`src/rtl/writeback_queue_if.sv`:
```
// rtl/writeback_queue_if.sv - producer-side write offer handshake for writeback_queue
// Ports (signals):
//   in_valid  producer offers a register write
//   in_ready  queue can accept an entry this cycle
//   in_reg    destination register index of the offered write
//   in_data   data of the offered write
// Modports: master = producer (ALU/memory stage), slave = writeback_queue.
interface writeback_queue_if;
    logic        in_valid;
    logic        in_ready;
    logic [4:0]  in_reg;
    logic [31:0] in_data;

    modport master (output in_valid, output in_reg, output in_data, input in_ready);
    modport slave  (input in_valid, input in_reg, input in_data, output in_ready);
endinterface

```
`src/rtl/writeback_queue.sv`:
```
// rtl/writeback_queue.sv - pending register-write queue feeding the RegisterFile write port
// Optional feature macro: WB_BYPASS_EN (compiles in read-forwarding of pending values).
// Ports:
//   clk                   single clock, all state on rising edge
//   reset                 asynchronous active-low reset
//   prod                  writeback_queue_if.slave, producer write offer handshake
//   wbStall               blocks draining for the current cycle
//   regWrite/writeReg/writeData  registered RegisterFile write port
//   RD1, RD2              read indices presented to the RegisterFile
//   fwdHit1/2, fwdData1/2 newer pending value for RD1/RD2 (0 when bypass not built)
//   count                 entries queued, excluding the output stage
module writeback_queue #(
    parameter int DEPTH = 4
) (
    input  logic                     clk,
    input  logic                     reset,
    writeback_queue_if.slave         prod,
    input  logic                     wbStall,
    output logic                     regWrite,
    output logic [4:0]               writeReg,
    output logic [31:0]              writeData,
    input  logic [4:0]               RD1,
    input  logic [4:0]               RD2,
    output logic                     fwdHit1,
    output logic                     fwdHit2,
    output logic [31:0]              fwdData1,
    output logic [31:0]              fwdData2,
    output logic [$clog2(DEPTH):0]   count
);
    localparam int AW = $clog2(DEPTH);
    localparam int CW = AW + 1;
    localparam logic [CW-1:0] DEPTH_C = CW'(DEPTH);

    logic [4:0]    ent_reg_q  [DEPTH];
    logic [4:0]    ent_reg_d  [DEPTH];
    logic [31:0]   ent_data_q [DEPTH];
    logic [31:0]   ent_data_d [DEPTH];
    logic [AW-1:0] head_q, head_d;
    logic [AW-1:0] tail_q, tail_d;
    logic [CW-1:0] count_q, count_d;
    logic          reg_write_q, reg_write_d;
    logic [4:0]    write_reg_q, write_reg_d;
    logic [31:0]   write_data_q, write_data_d;

    logic accept;
    logic push;
    logic pop;

    // Full is judged on the current count only, so a drain on the same edge
    // never lets a new entry slip in.
    assign prod.in_ready = (count_q < DEPTH_C);

    always_comb begin
        ent_reg_d    = ent_reg_q;
        ent_data_d   = ent_data_q;
        head_d       = head_q;
        tail_d       = tail_q;
        write_reg_d  = write_reg_q;
        write_data_d = write_data_q;
        reg_write_d  = 1'b0;

        accept = prod.in_valid && prod.in_ready;
        // Writes to register 0 are accepted but dropped: it is hard-wired zero.
        push   = accept && (prod.in_reg != 5'd0);
        // Pop looks at the pre-edge count, so an entry accepted into an
        // empty queue waits one edge before draining.
        pop    = (count_q != '0) && !wbStall;

        if (push) begin
            ent_reg_d[tail_q]  = prod.in_reg;
            ent_data_d[tail_q] = prod.in_data;
            tail_d             = tail_q + AW'(1);
        end
        if (pop) begin
            reg_write_d  = 1'b1;
            write_reg_d  = ent_reg_q[head_q];
            write_data_d = ent_data_q[head_q];
            head_d       = head_q + AW'(1);
        end
        count_d = count_q + {{AW{1'b0}}, push} - {{AW{1'b0}}, pop};
    end

    always_ff @(posedge clk or negedge reset) begin
        if (!reset) begin
            for (int i = 0; i < DEPTH; i++) begin
                ent_reg_q[i]  <= '0;
                ent_data_q[i] <= '0;
            end
            head_q       <= '0;
            tail_q       <= '0;
            count_q      <= '0;
            reg_write_q  <= 1'b0;
            write_reg_q  <= '0;
            write_data_q <= '0;
        end else begin
            ent_reg_q    <= ent_reg_d;
            ent_data_q   <= ent_data_d;
            head_q       <= head_d;
            tail_q       <= tail_d;
            count_q      <= count_d;
            reg_write_q  <= reg_write_d;
            write_reg_q  <= write_reg_d;
            write_data_q <= write_data_d;
        end
    end

    assign regWrite  = reg_write_q;
    assign writeReg  = write_reg_q;
    assign writeData = write_data_q;
    assign count     = count_q;

`ifdef WB_BYPASS_EN
    // Returns {hit, data}. The output stage is older than anything still
    // queued, and the queue is scanned oldest to youngest, so the last
    // match found is the youngest value.
    function automatic logic [32:0] lookup(input logic [4:0] rd);
        logic [32:0]   r;
        logic [AW-1:0] idx;
        r = '0;
        if (rd != 5'd0) begin
            if (reg_write_q && (write_reg_q == rd)) r = {1'b1, write_data_q};
            for (int i = 0; i < DEPTH; i++) begin
                idx = head_q + AW'(i);
                if ((i < int'(count_q)) && (ent_reg_q[idx] == rd)) r = {1'b1, ent_data_q[idx]};
            end
        end
        return r;
    endfunction

    always_comb begin
        {fwdHit1, fwdData1} = lookup(RD1);
        {fwdHit2, fwdData2} = lookup(RD2);
    end
`else
    logic unused_rd;
    assign unused_rd = ^{RD1, RD2};
    assign fwdHit1   = 1'b0;
    assign fwdHit2   = 1'b0;
    assign fwdData1  = '0;
    assign fwdData2  = '0;
`endif
endmodule

```
`src/flat_wrapper.sv`:
```
// flat-port wrapper written by rule: the top's interface ports become plain ports
module writeback_queue_flat 
#(
    parameter int DEPTH = 4
)
  (clk, reset, wbStall, regWrite, writeReg, writeData, RD1, RD2, fwdHit1, fwdHit2, fwdData1, fwdData2, count, prod_in_valid, prod_in_reg, prod_in_data, prod_in_ready);
  writeback_queue_if prod_i ();
  input  logic clk;
  input  logic reset;
  input  logic wbStall;
  output logic regWrite;
  output logic [4:0] writeReg;
  output logic [31:0] writeData;
  input  logic [4:0] RD1;
  input  logic [4:0] RD2;
  output logic fwdHit1;
  output logic fwdHit2;
  output logic [31:0] fwdData1;
  output logic [31:0] fwdData2;
  output logic [$clog2(DEPTH):0] count;
  input wire logic [$bits(prod_i.in_valid)-1:0] prod_in_valid;
  input wire logic [$bits(prod_i.in_reg)-1:0] prod_in_reg;
  input wire logic [$bits(prod_i.in_data)-1:0] prod_in_data;
  output wire logic [$bits(prod_i.in_ready)-1:0] prod_in_ready;
  assign prod_i.in_valid = prod_in_valid;
  assign prod_i.in_reg = prod_in_reg;
  assign prod_i.in_data = prod_in_data;
  assign prod_in_ready = prod_i.in_ready;
  writeback_queue #(.DEPTH(DEPTH)) u_core (.clk(clk), .reset(reset), .prod(prod_i), .wbStall(wbStall), .regWrite(regWrite), .writeReg(writeReg), .writeData(writeData), .RD1(RD1), .RD2(RD2), .fwdHit1(fwdHit1), .fwdHit2(fwdHit2), .fwdData1(fwdData1), .fwdData2(fwdData2), .count(count));
endmodule
```
`config.mk`:
```
export PLATFORM = sky130hd
export DESIGN_NAME = writeback_queue_flat
export DESIGN_NICKNAME = d
export VERILOG_FILES = /design/src/rtl/writeback_queue_if.sv /design/src/rtl/writeback_queue.sv /design/src/flat_wrapper.sv
export SDC_FILE = /design/constraint.sdc
export NUM_CORES = 1
export LEC_CHECK = 0
export BUFFER_PORTS_ARGS = -buffer_cell sky130_fd_sc_hd__buf_4
export CAP_MARGIN = 40
export CORE_ASPECT_RATIO = 1.5
export CORE_MARGIN = 5
export CORE_UTILIZATION = 51
export DETAILED_ROUTE_END_ITERATION = 12
export PLACE_DENSITY_LB_ADDON = 0.15
export SLEW_MARGIN = 20
export SYNTH_ARGS = -nofsm -noshare
export SYNTH_HDL_FRONTEND = slang
export SYNTH_SLANG_ARGS = --single-unit
```
`constraint.sdc`:
```
create_clock -name clk -period 2.5 [get_ports clk]
set_input_delay 0.125 -clock clk [delete_from_list [all_inputs] [get_ports clk]]
set_output_delay 0.125 -clock clk [all_outputs]
set_load 0.005 [all_outputs]
```
# Word level (Yosys, flattened, before mapping)
# Cells that the tools add are included.
# totals
register_bits	193
in_bits	51
# op_classes
add_sub_neg	4
n_lt_le_gt_ge	4
mux	13
bitwise	2
reduce_logical	7
# op_table
operator	n
128-bit bitwise mux	1
32-bit two-way mux	3
32-bit binary-select mux with 2-bit select	1
32-bit demux with 2-bit select	1
20-bit bitwise mux	1
5-bit two-way mux	3
5-bit binary-select mux with 2-bit select	1
5-bit demux with 2-bit select	1
3-bit greater-or-equal comparator (second input constant)	2
2-bit NOT with 3-bit output	2
5-bit nonzero test	1
2-bit by 1-bit adder with 2-bit output (second input constant)	2
1-bit logical AND	4
3-bit by 1-bit adder with 3-bit output	1
3-bit by 1-bit less-than comparator with 1-bit output (second input constant)	1
3-bit less-than comparator (second input constant)	1
3-bit nonzero test	1
3-bit by 1-bit subtractor with 3-bit output	1
1-bit logical NOT	1
1-bit two-way mux	1

# Depth between registers and ports, before layout
# Gate-level depths: netlist (run 1).
# depth
word_depth	6
mapped_depth	10

# Worst setup path before layout (run 1)
# Ideal clock, no wire load.
# synth_timing
path_type	reg2reg
startpoint	register u_core.count_q[2], in the netlist u_core.count[2]
endpoint	register u_core.count_q[2], in the netlist u_core.count[2]
setup_time_ps	123
t_arrival_ps	2302
required_time_ps	2377
path_slack_ps	75
stages_incl_launch_ff	11
synth_period_minus_slack_ps	2425
cell_sequence	dfrtp_1 > nor3_1 > nor2_1 > buf_2 > buf_1 > ha_1 > inv_1 > ha_1 > fa_1 > xnor2_1 > xnor2_1
# synth_via
word_cells_on_any_way	7
classes_between	2 x add/sub; 1 x order compare; 4 x reduce/logical
# synth_rtl
element	line	rtl
start, declared	writeback_queue.sv:40	logic [CW-1:0] count_q, count_d;
start signal, assigned	writeback_queue.sv:100	count_q <= count_d;
3-bit nonzero test	writeback_queue.sv:67	pop = (count_q != '0) && !wbStall;
1-bit logical AND	writeback_queue.sv:67	
net u_core.pop	writeback_queue.sv:47	logic pop;
3-bit by 1-bit subtractor with 3-bit output	writeback_queue.sv:80	count_d = count_q + {{AW{1'b0}}, push} - {{AW{1'b0}}, pop};
net u_core.count_d[2]	writeback_queue.sv:40	
# The timed path passes the listed nets, and every way through them passes these cells.
# A chain may end at the register's enable or synchronous reset.

# Worst setup path in the final report (run 1)
# layout_timing
startpoint	input prod_in_reg[0]
endpoint	register u_core.count_q[2], in the netlist u_core.count[2]
# layout_via
elab_chain_len	4
# layout_lines
element	line	rtl
start, declared	flat_wrapper.sv:22	input wire logic [$bits(prod_i.in_reg)-1:0] prod_in_reg;
5-bit nonzero test	writeback_queue.sv:64	push = accept && (prod.in_reg != 5'd0);
1-bit logical AND	writeback_queue.sv:64	
net u_core.push	writeback_queue.sv:46	logic push;
3-bit by 1-bit adder with 3-bit output	writeback_queue.sv:80	
3-bit by 1-bit subtractor with 3-bit output	writeback_queue.sv:80	
net u_core.count_d[2]	writeback_queue.sv:40	
# The timed path passes the listed nets, and every way through them passes these cells.

==> results.md, run 1 <==
* Status: complete, no violations
* Synth Warn # at 0
* CP delay by family, top: buffers and inverters
* Area grow syn2layout at 17.0%
* Worst-path fanout max at 5
* Syn Inst Count at between 500 and 600
* Routed via count at 4742
* Cell Rows at between 50 and 60
* Critical path buffers and inverters at 3
* Post-CTS setup buffer count at 0
* Ys async rst share at 100%
* Critical Path Stages at 9
* Count of pins over their slew limit at 0
* Peak VDD IR at 0.745 mV
* Final GP Congestion at 0.744
* Worst hold path startpoint: wbStall
* Clock Latency Late Sink at approximately 0.43 ns
* Max Fclk at ~430 MHz
* Worst r2r src: u_core.count[2]$_DFF_PN0_
* Avg WL per Cell at 19.8 um
* Worst setup SP type: primary input
* CTS max path bufs at 2
* Worst Clk Skew at 0.0110 ns
* Distinct cells, synth at 27
* Final WL at 17700 um
* Worst Setup End Kind: flop
* Router iterations before antenna repair at 4
* Setup CP Type: primary input to flop
* IO Port Bufs at 82
* FF+latch count, synth at 193
* Synth Area per Inst at 16.6 um2
* Via/cell ratio at roughly 5.3
* Register area at 4830 um2
* Final net count at approximately 730
* Share of post-route cells with drive strength above 1 at 49.6%
* Final setup viols at 0
* Total power at 13.6 mW
* Post-synth EDFFs at 0
* Vias in the first global route at a little over 5000
* Die Ht at around 170 um
* Hold Path Class: primary input to flop
* Antenna viol nets, final at 0
* Reg clk slew, reported paths at approximately 0.070 ns
* Starting Density at 52.1%
* Slew @ Worst Pin at 0.693 ns
* Die X at 119 um
* Crit path cell chain: dlygate4sd3_1 -> buf_4 -> or4_4 -> o211ai_1 -> inv_1 -> ha_1 -> fa_1 -> xnor2_1 -> xnor2_1
* Max-slew headroom at 53.8%
* Ant diodes at 0
* DPL Wire Length at around 11000 um
* Max cap viols at 0
* Max incr delay on CP at 0.62 ns
* FF-to-FF End: u_core.count[2]$_DFF_PN0_
* CTS resizes at 0
* Grt ovf at 0
* Leakage at between 5 and 6 nW
* Die Area at 20600 um2
* Worst setup startpoint: prod_in_reg[0]
* Cell mode on critical path: xnor2_1
* Fin crit period at 2.31 ns
* Core Area at 17400 um2
* Pin count of the biggest net entering global routing at 81
* Worst Reg-to-Reg Cells at 8
* DR DRC count at 0
* Final Hold Fails at 0
* # hold bufs at CTS at 37
* R2R Setup Slk at 0.35 ns
* Commonest register cell after synthesis: dfrtp_1
* CTS H-tree lvls at 4
* Antenna violations before repair at 0
* Critical Path RT at about 2.9 ns
* Synth Cell Area at about 9000 um2
* TritonCTS clock tree: yes
* Total negative slack at 0 ns
* CP endpoint: u_core.count[2]$_DFF_PN0_
* First-pass GRT wire length at between 20000 and 30000 um
* CP arrival at 2.66 ns
* Initial DRC count at 201
* GRT Resource Usage Total at 17.8%
* Root Buffer: clkbuf_16
* Register area share after synthesis at 53.2%
* Clock buffer count from CTS at 17
* Area of the multi-input gates at 3690 um2
* RSZ-0062 raised after global routing: no
* Fillers at 1328
* Slowest cell on crit path: or4_4
* Ports at approximately 160
* Power per cell area at 1280 nW/um2
* Fin crit share at 92.3%
* Total clock sinks at roughly 190
layout by cell type, fill, tap and decap left out:
cell type and n:
a22o_1 16, a22o_2 4, and3b_1 4, buf_12 8, buf_4 87, bufinv_16 2, clkbuf_16 17, clkbuf_8 3
clkinv_4 1, clkinvlp_4 5, conb_1 66, dfrtp_1 191, dfrtp_2 2, dlygate4sd3_1 37, fa_1 1, ha_1 6
inv_1 8, inv_6 5, mux2_1 6, mux2_2 85, mux2_4 75, mux4_2 37, nor2_4 1, nor3_1 1
nor3b_1 1, o211ai_1 1, o21ai_4 4, or4_4 1, xnor2_1 3, xor2_1 2
power by group:
group / internal (mW) / switching (mW) / leakage, nW
registers: 4.71 / 0.895 / 2.33
logic: 3.46 / 1.74 / 2.48
clock network: 1.55 / 1.23 / 0.280
stage by stage:
stage | hold WS (ns) | setup slack, ns | cell area, um2 | cells | util (%)
floorplan | -0.171 | 0.0747 | 9320 | 611 | -
global placement | 0.0699 | 0.301 | 9650 | 824 | 55.4
detailed placement | 0.0764 | 0.287 | 9650 | 824 | 55.4
CTS | 0.00403 | 0.181 | 10600 | 893 | 61.0
global route | 0.0337 | 0.0636 | 10600 | 893 | 61.0
finish | 0.0276 | 0.192 | 10600 | 893 | 61.0
Yosys cell counts, types with 5 or more instances:
cell type / n / area share [%]
dfrtp_1: 193 / 53
clkbuf_1: 9 / 0.37
buf_12: 6 / 1.3
buf_2: 5 / 0.28
ha_1: 6 / 0.83
buf_4: 66 / 5.5
inv_1: 8 / 0.33
a22o_1: 16 / 1.5
mux2_4: 75 / 12
mux2_1: 6 / 0.74
mux4_2: 37 / 9.2
mux2_2: 85 / 11
state kept, by name (all words and copies together), names as in the netlist:
register	cells
u_core.writeData	32
u_core.tail_q	2
u_core.writeReg	5
u_core.ent_data_q	128
u_core.regWrite	1
u_core.head_q	2
u_core.ent_reg_q	20
u_core.count	3
how the worst min path moves through the flow:
stage | endpoint | cells past startpoint | slack (ns)
2_1_floorplan | u_core.count[0]$_DFF_PN0_ | 0 | -0.17
3_3_place_gp | u_core.writeReg[4]$_DFFE_PN0P_ | 1 | 0.07
3_5_place_dp | u_core.ent_data_q[1]$_DFFE_PN0P_ | 1 | 0.08
4_1_cts | u_core.head_q[1]$_DFFE_PN0P_ | 3 | 0.004
5_1_grt | u_core.head_q[1]$_DFFE_PN0P_ | 3 | 0.03
6_report | u_core.head_q[1]$_DFFE_PN0P_ | 3 | 0.03
cell type report:
type | count | area share [%]
Timing Repair Buffer | 133 | 11.3
Clock buffer | 19 | 4.26
Clock inverter | 13 | 1.41
Multi-Input combinational cell | 314 | 34.8
Sequential cell | 193 | 45.5
Tap cell | 213 | 2.51
Inverter | 8 | 0.283
per-layer routing:
| metal | share of wire, % | track usage [%] | vias to the layer above |
|---|---|---|---|
| met2 | 51 | 30.8 | 120 |
| met5 | 0 | 0 | - |
| met3 | 4.3 | 3.89 | 12 |
| li1 | - | - | 2091 |
| met1 | 43 | 22.8 | 2519 |
| met4 | 0.92 | 4.20 | 0 |
tightest hold or removal path, cell delays in order:
cell     delay [ns]
buf_4          0.10
nor3b_1        0.05
xor2_1         0.14
kinds of logic after synthesis:
group / share of synthesized area, %
DFF: 53.2
other: 0.0413
AOI/OAI and AO/OA: 2.78
buffers and inverters: 8.88
adders and majority gates: 1.05
muxes: 32.9
and+or+nand+nor: 0.689
xor gates and xnor gates: 0.483
Note: power is estimated with default switching activity, not from simulation.
==> run 2, diff against run 1 <==
--- a/config.mk
+++ b/config.mk
@@ -8,7 +8,6 @@
 export BUFFER_PORTS_ARGS = -buffer_cell sky130_fd_sc_hd__buf_4
 export CAP_MARGIN = 40
 export CORE_ASPECT_RATIO = 1.5
-export CORE_MARGIN = 5
 export CORE_UTILIZATION = 51
 export DETAILED_ROUTE_END_ITERATION = 12
 export PLACE_DENSITY_LB_ADDON = 0.15
==> run 2 against run 1 <==
Sequential share of layout area is 0.59 points lower. Cell count rose by 0.78%. Fmax decreased by 0.22%. Critical endpoint unchanged. Sequential power is 2% higher. Setup slack got worse by 0.0052 ns. Utilization is 1.1 points higher. Largest cell class unchanged. Non-clock buffer count rose by 7. Global-route usage is 2.3 points higher. Power grew 2.1%. Via count is 0.49% higher. Final area rose by 1.3%. Clock skew about the same.
==> results.md, run 2 (synthesized netlist as in run 1, its figures left out) <==
* Peak VDD IR at 0.649 mV (-13%)
* DP Area at 9680 um2 (+0.31%)
* Clock buffer count from CTS at 17 (unchanged)
* CP delay by family, top: buffers and inverters
* Crit path cell chain: dlygate4sd3_1 -> buf_4 -> or4_4 -> o211ai_1 -> inv_1 -> ha_1 -> fa_1 -> xnor2_1 -> xnor2_1
* First-pass GRT wire length at 28300 um (-2.1%)
* CP arrival at 2.67 ns (about the same)
* Avg WL per Cell at 18.8 um (-5.4%)
* Hold Path Class: primary input to flop
* DR DRC count at 0 (unchanged)
* Antenna violations before repair at 0 (unchanged)
* Max Fclk at 432 MHz (-0.22%)
* Vias in the first global route at 5274 (+1.8%)
* Total power at 13.9 mW (+2.1%)
* Setup WS post-layout at 0.187 ns (-0.00520 ns)
* Fin crit share at 92.5% (+0.21 points)
* CTS H-tree lvls at 4 (unchanged)
* Critical path buffers and inverters at 3 (unchanged)
* Final net count at 732 (+0.97%)
* Final setup viols at 0 (unchanged)
* Worst-path fanout max at 5 (unchanged)
* RSZ-0062 raised after global routing: no
* Max reg flops at 128 (unchanged)
* TritonCTS clock tree: yes
* Root Buffer: clkbuf_16
* Post-route cell area at 10800 um2 (+1.3%)
* Logic pwr share at 37.0% (-1.3 points)
* CTS resizes at 0 (unchanged)
* Critical Path RT at 2.85 ns (about the same)
* Slowest cell on crit path: or4_4
* Max cap viols at 0 (unchanged)
* Leakage at 5.17 nW (+1.4%)
* Via/cell ratio at 5.29 (-0.30%)
* Count of pins over their slew limit at 0 (unchanged)
* Max incr delay on CP at 0.62 ns (about the same)
* Power per cell area at 1290 nW/um2 (+0.73%)
* Status: complete, no violations
* Router iterations before antenna repair at 4 (unchanged)
* Antenna viol nets, final at 0 (unchanged)
* Commonest non-fill, non-tap cell in the layout: dfrtp_1
* Die Ht at 165 um (-4.6%)
* Share of post-route cells with drive strength above 1 at 49.9% (+0.37 points)
* Commonest cells after routing, fill and taps aside: dfrtp_1, buf_4, mux2_2, mux2_4, conb_1
* Total negative slack at 0 ns (unchanged)
* Final cell count without fillers at 900 (+0.78%)
* DP Cell Count at 828 (+0.49%)
* CTS max path bufs at 2 (unchanged)
* Final GP Congestion at 0.734 (-1.4%)
* Worst Clk Skew at 0.0110 ns (+0.0000758 ns)
* Worst setup SP type: primary input
* Die X at 111 um (-6.7%)
* Internal at 10.0 mW (+3.3%)
* Ant diodes at 0 (unchanged)
* Worst slack, placed at 0.327 ns (+0.0400 ns)
* Sw Pwr at 3.81 mW (-1.2%)
* Die Area at 18300 um2 (-11%)
* Total clock sinks at 193 (unchanged)
* Biggest register: u_core.ent_data_q
* Routed via count at 4765 (+0.49%)
* Cell Rows at 59 (unchanged)
* Clock Latency Late Sink at 0.43 ns (about the same)
* IO Port Bufs at 82 (unchanged)
* Flop pwr share at 41.1% (-0.2 points)
* Final Hold Fails at 0 (unchanged)
* Final WL at 16900 um (-4.6%)
* Grt ovf at 0 (unchanged)
* Initial DRC count at 177 (-12%)
* Pin count of the biggest net entering global routing at 95 (+17%)
* Clock power share at 21.9% (+1.5 points)
* DPL Wire Length at 10800 um (-3.1%)
* Setup CP Type: primary input to flop
* Worst Setup End Kind: flop
* Starting Density at 52.3% (+0.22 points)
* Switching share of power at 27.5% (-0.90 points)
* Area grow syn2layout at 18.6%
* Cell mode on critical path: xnor2_1
* Reg clk slew, reported paths at 0.07 ns (about the same)
* Fin crit period at 2.31 ns (+0.00520 ns)
* GRT Resource Usage Total at 20.0% (+2.3 points)
* Core Area at 17300 um2 (-0.42%)
* Slew @ Worst Pin at 0.649 ns (-0.0442 ns)
* Max-slew headroom at 56.7% (+2.9 points)
* Ports at 159 (unchanged)
==> run 2: cell types whose count changed in the layout (fill, tap and decap cells not counted), sizes merged <==
cell,change
buf,+6
bufinv,+3
dlygate4sd3,+1
clkbuf,-1
inv,-2
==> run 2: final timing paths <==
kind | slack [ns] | to | depth (start not counted) | start
max | 0.19 | u_core.count[2]$_DFF_PN0_ | 9 | prod_in_reg[0]
min | 0.08 | u_core.ent_reg_q[6]$_DFFE_PN0P_ | 2 | prod_in_reg[1]
max reg2reg | 0.35 | u_core.count[2]$_DFF_PN0_ | 8 | u_core.count[2]$_DFF_PN0_
min reg2reg | 0.49 | u_core.ent_data_q[27]$_DFFE_PN0P_ | 1 | u_core.ent_data_q[27]$_DFFE_PN0P_
max in group asynchronous | 1.63 | u_core.ent_data_q[122]$_DFFE_PN0P_ | 3 | reset
min in group asynchronous | 0.17 | u_core.writeReg[4]$_DFFE_PN0P_ | 2 | reset
==> run 2: per-layer routing <==
layer  GRT usage, %  share of wire, %  vias to the layer above
li1               -                 -                     2091
met1           25.8                43                     2528
met2           34.0                52                      127
met3           3.94               3.4                       19
met4           6.85               1.2                        0
met5              0                 0                        -
==> run 2: worst reg2reg max path, cell delays in order, from the launching register on <==
cell and delay [ns]:
dfrtp_1 0.44, nor3_1 0.41, nor2_4 0.05, ha_1 0.28
inv_1 0.04, ha_1 0.18, fa_1 0.37, xnor2_1 0.18
xnor2_1 0.13
==> run 2: per-stage QoR <==
stage | hold WS, ns | util [%]
3_5_place_dp | 0.261 | 55.8
3_3_place_gp | 0.250 | 55.8
2_1_floorplan | -0.171 | -
5_1_grt | 0.0697 | 62.0
4_1_cts | 0.0562 | 61.8
6_report | 0.0770 | 62.0
==> run 2: power by group through the flow <==
stage | clock (mW) | sequential, mW | combinational [mW]
after floorplan | 0 | 5.35 | 4.02
after global placement | 0 | 5.64 | 5.02
after detailed placement | 0 | 5.76 | 5.14
after CTS | 3.10 | 5.71 | 5.21
after global routing | 3.21 | 5.91 | 5.57
final | 3.04 | 5.70 | 5.12
==> run 2: repair_timing <==
item                       CTS  global route
hold buffers                38             0
hold endpoints to repair   237             0
buffers inserted             0             1
setup endpoints to repair    0             1
==> run 2: final cells by class <==
cell class                      count  area [um2]
Timing Repair Buffer              140        1270
Multi-Input combinational cell    314        3690
Clock buffer                       18         439
Clock inverter                     14         228
Inverter                            8        30.0
Tap cell                          213         267
Sequential cell                   193        4830
Fill cell                        1315        6590
==> run 3, diff against run 2 <==
--- a/config.mk
+++ b/config.mk
@@ -10,6 +10,7 @@
 export CORE_ASPECT_RATIO = 1.5
 export CORE_UTILIZATION = 51
 export DETAILED_ROUTE_END_ITERATION = 12
+export GPL_TIMING_DRIVEN = 0
 export PLACE_DENSITY_LB_ADDON = 0.15
 export SLEW_MARGIN = 20
 export SYNTH_ARGS = -nofsm -noshare
==> run 3 against run 2 <==
Sequential cell count did not move. Non-clock buffer count rose by 80. Clock-buffer cell count rose by 6. Critical endpoint unchanged. Power fell by 1.3%. First-iteration DRC count rose by 15%. Sequential power fell by 2%. Register-to-register slack got worse by 0.22 ns. Highest routed layer unchanged.
==> results.md, run 3 (synthesized netlist as in run 1, its figures left out) <==
* Grt ovf at 0 (unchanged)
* Worst hold path startpoint: prod_in_valid
* Fin crit period at 2.37 ns (+0.0569 ns)
* CP arrival at 2.69 ns (+0.02 ns)
* Pin count of the biggest net entering global routing at 102 (+7.4%)
* Core Area at 17300 um2 (unchanged)
* Die X at 111 um (unchanged)
* CTS max path bufs at 2 (unchanged)
* Total negative slack at 0 ns (unchanged)
* Leakage at 5.54 nW (+7.2%)
* Commonest non-fill, non-tap cell in the layout: dfrtp_1
* Router iterations before antenna repair at 4 (unchanged)
* Final net count at 812 (+11%)
* Worst-path fanout max at 11 (+6)
* Initial DRC count at 203 (+15%)
* R2R Setup Slk at 0.13 ns (-0.22 ns)
* Setup WS post-layout at 0.130 ns (-0.0569 ns)
* Worst Clk Skew at 0.00955 ns (-0.00150 ns)
* Commonest cells after routing, fill and taps aside: dfrtp_1, buf_4, mux2_2, mux2_4, conb_1
* DPL Wire Length at 11700 um (+9.1%)
* Max reg flops at 128 (unchanged)
* Worst setup startpoint: u_core.count[2]$_DFF_PN0_
* Power per cell area at 1210 nW/um2 (-5.7%)
* Ports at 159 (unchanged)
* DR DRC count at 0 (unchanged)
* Critical Path RT at 2.82 ns (-0.03 ns)
* Die Area at 18300 um2 (unchanged)
* Max Fclk at 422 MHz (-2.4%)
* GRT Resource Usage Total at 20.4% (+0.39 points)
* Die Ht at 165 um (unchanged)
* Status: complete, no violations
* TritonCTS clock tree: yes
* Avg WL per Cell at 18.1 um (-3.7%)
* Biggest register: u_core.ent_data_q
* Fin crit share at 94.8% (+2.3 points)
* Clock Latency Late Sink at 0.43 ns (about the same)
* Count of pins over their slew limit at 0 (unchanged)
* Root Buffer: clkbuf_16
* Via/cell ratio at 5.11 (-3.5%)
* Hold slack at 0.157 ns (+0.0800 ns)
* Max cap viols at 0 (unchanged)
* Final Hold Fails at 0 (unchanged)
* Worst r2r src: u_core.count[2]$_DFF_PN0_
* RSZ-0062 raised after global routing: no
* Routed via count at 5003 (+5.0%)
* Total power at 13.7 mW (-1.3%)
* Hold Path Class: primary input to flop
* Ant diodes at 0 (unchanged)
* First-pass GRT wire length at 28700 um (+1.4%)
* Cell Rows at 59 (unchanged)
* Max-slew headroom at 50.5% (-6.2 points)
* DP Area at 10200 um2 (+5.8%)
* Total clock sinks at 193 (unchanged)
* Slew @ Worst Pin at 0.742 ns (+0.0928 ns)
* Post-route cell area at 11300 um2 (+4.6%)
* Area grow syn2layout at 24.0%
* Peak VDD IR at 0.606 mV (-6.6%)
* Antenna viol nets, final at 0 (unchanged)
* Starting Density at 52.3% (unchanged)
* Antenna violations before repair at 0 (unchanged)
* Share of post-route cells with drive strength above 1 at 53.8% (+3.9 points)
* Final GP Congestion at 0.710 (-3.2%)
* Worst slack, placed at -0.532 ns (-0.860 ns)
* Reg clk slew, reported paths at 0.07 ns (about the same)
* Vias in the first global route at 5341 (+1.3%)
* Clock buffer count from CTS at 17 (unchanged)
* Final setup viols at 0 (unchanged)
* Setup CP Type: flop to flop
* CTS H-tree lvls at 4 (unchanged)
* Worst setup SP type: flop
* Final WL at 17700 um (+4.8%)
* Worst Setup End Kind: flop
* IO Port Bufs at 81 (-1.2%)
==> run 3: cell types whose count changed in the layout (fill, tap and decap cells not counted), moves of 2 or more <==
cell / previous run / this run
buf_1: 0 / 2
buf_12: 8 / 6
buf_2: 0 / 4
buf_4: 92 / 150
buf_6: 0 / 6
buf_8: 0 / 4
bufinv_16: 5 / 1
clkbuf_1: 0 / 11
clkbuf_8: 2 / 5
clkinv_4: 1 / 3
clkinvlp_4: 5 / 2
inv_8: 2 / 0
==> run 3: final cells by class <==
cell class                 count  area, um2
fill                        1296       6090
sequential                   193       4830
multi-input combinational    314       3710
timing repair buffer         124       1060
buffer                        96        786
clock buffer                  24        502
tap                          213        267
clock inverter                 7       76.3
inverter                       8       30.0
==> run 3: metal layers <==
layer | vias to the layer above | wire length (um) | GRT usage (%)
met4 | 0 | 259 | 7.58
met5 | - | 0 | 0
met1 | 2591 | 7430 | 25.2
li1 | 2250 | - | -
met2 | 139 | 9320 | 35.7
met3 | 23 | 694 | 4.09
==> run 3: critical path, cell delays in order, from the launching register on <==
cell,delay (ns)
dfrtp_2,0.45
nor3_4,0.21
nor2_2,0.09
buf_4,0.20
buf_6,0.17
ha_1,0.28
inv_1,0.04
ha_1,0.20
fa_2,0.36
xnor2_2,0.14
xnor2_1,0.12
==> run 3: where the power goes <==
group	total [mW]	switching [mW]	internal, mW
clock network	2.66	1.16	1.51
registers	5.59	0.878	4.71
logic	5.42	1.80	3.62
==> run 3: stage by stage <==
stage          cells  util [%]
2_1_floorplan    611         -
3_3_place_gp     905      58.8
3_5_place_dp     907      59.0
4_1_cts          976      64.7
5_1_grt          979      64.9
6_report         979      64.9
==> run 3: path summary, 6_finish.rpt <==
path / to / cells past startpoint
setup / recovery: u_core.count[2]$_DFF_PN0_ / 10
min in group asynchronous: u_core.ent_data_q[1]$_DFFE_PN0P_ / 2
hold / removal: u_core.count[0]$_DFF_PN0_ / 4
setup reg to reg: u_core.count[2]$_DFF_PN0_ / 10
hold reg to reg: u_core.ent_data_q[29]$_DFFE_PN0P_ / 1
max in group asynchronous: u_core.ent_data_q[48]$_DFFE_PN0P_ / 3
==> run 3: what timing repair did <==
action	4_1_cts	5_1_grt
buffers inserted	0	3
pin swaps	0	1
hold buffers	38	0
resized for setup	6	5
endpoints found under the hold margin	237	0
setup endpoints to repair	3	1
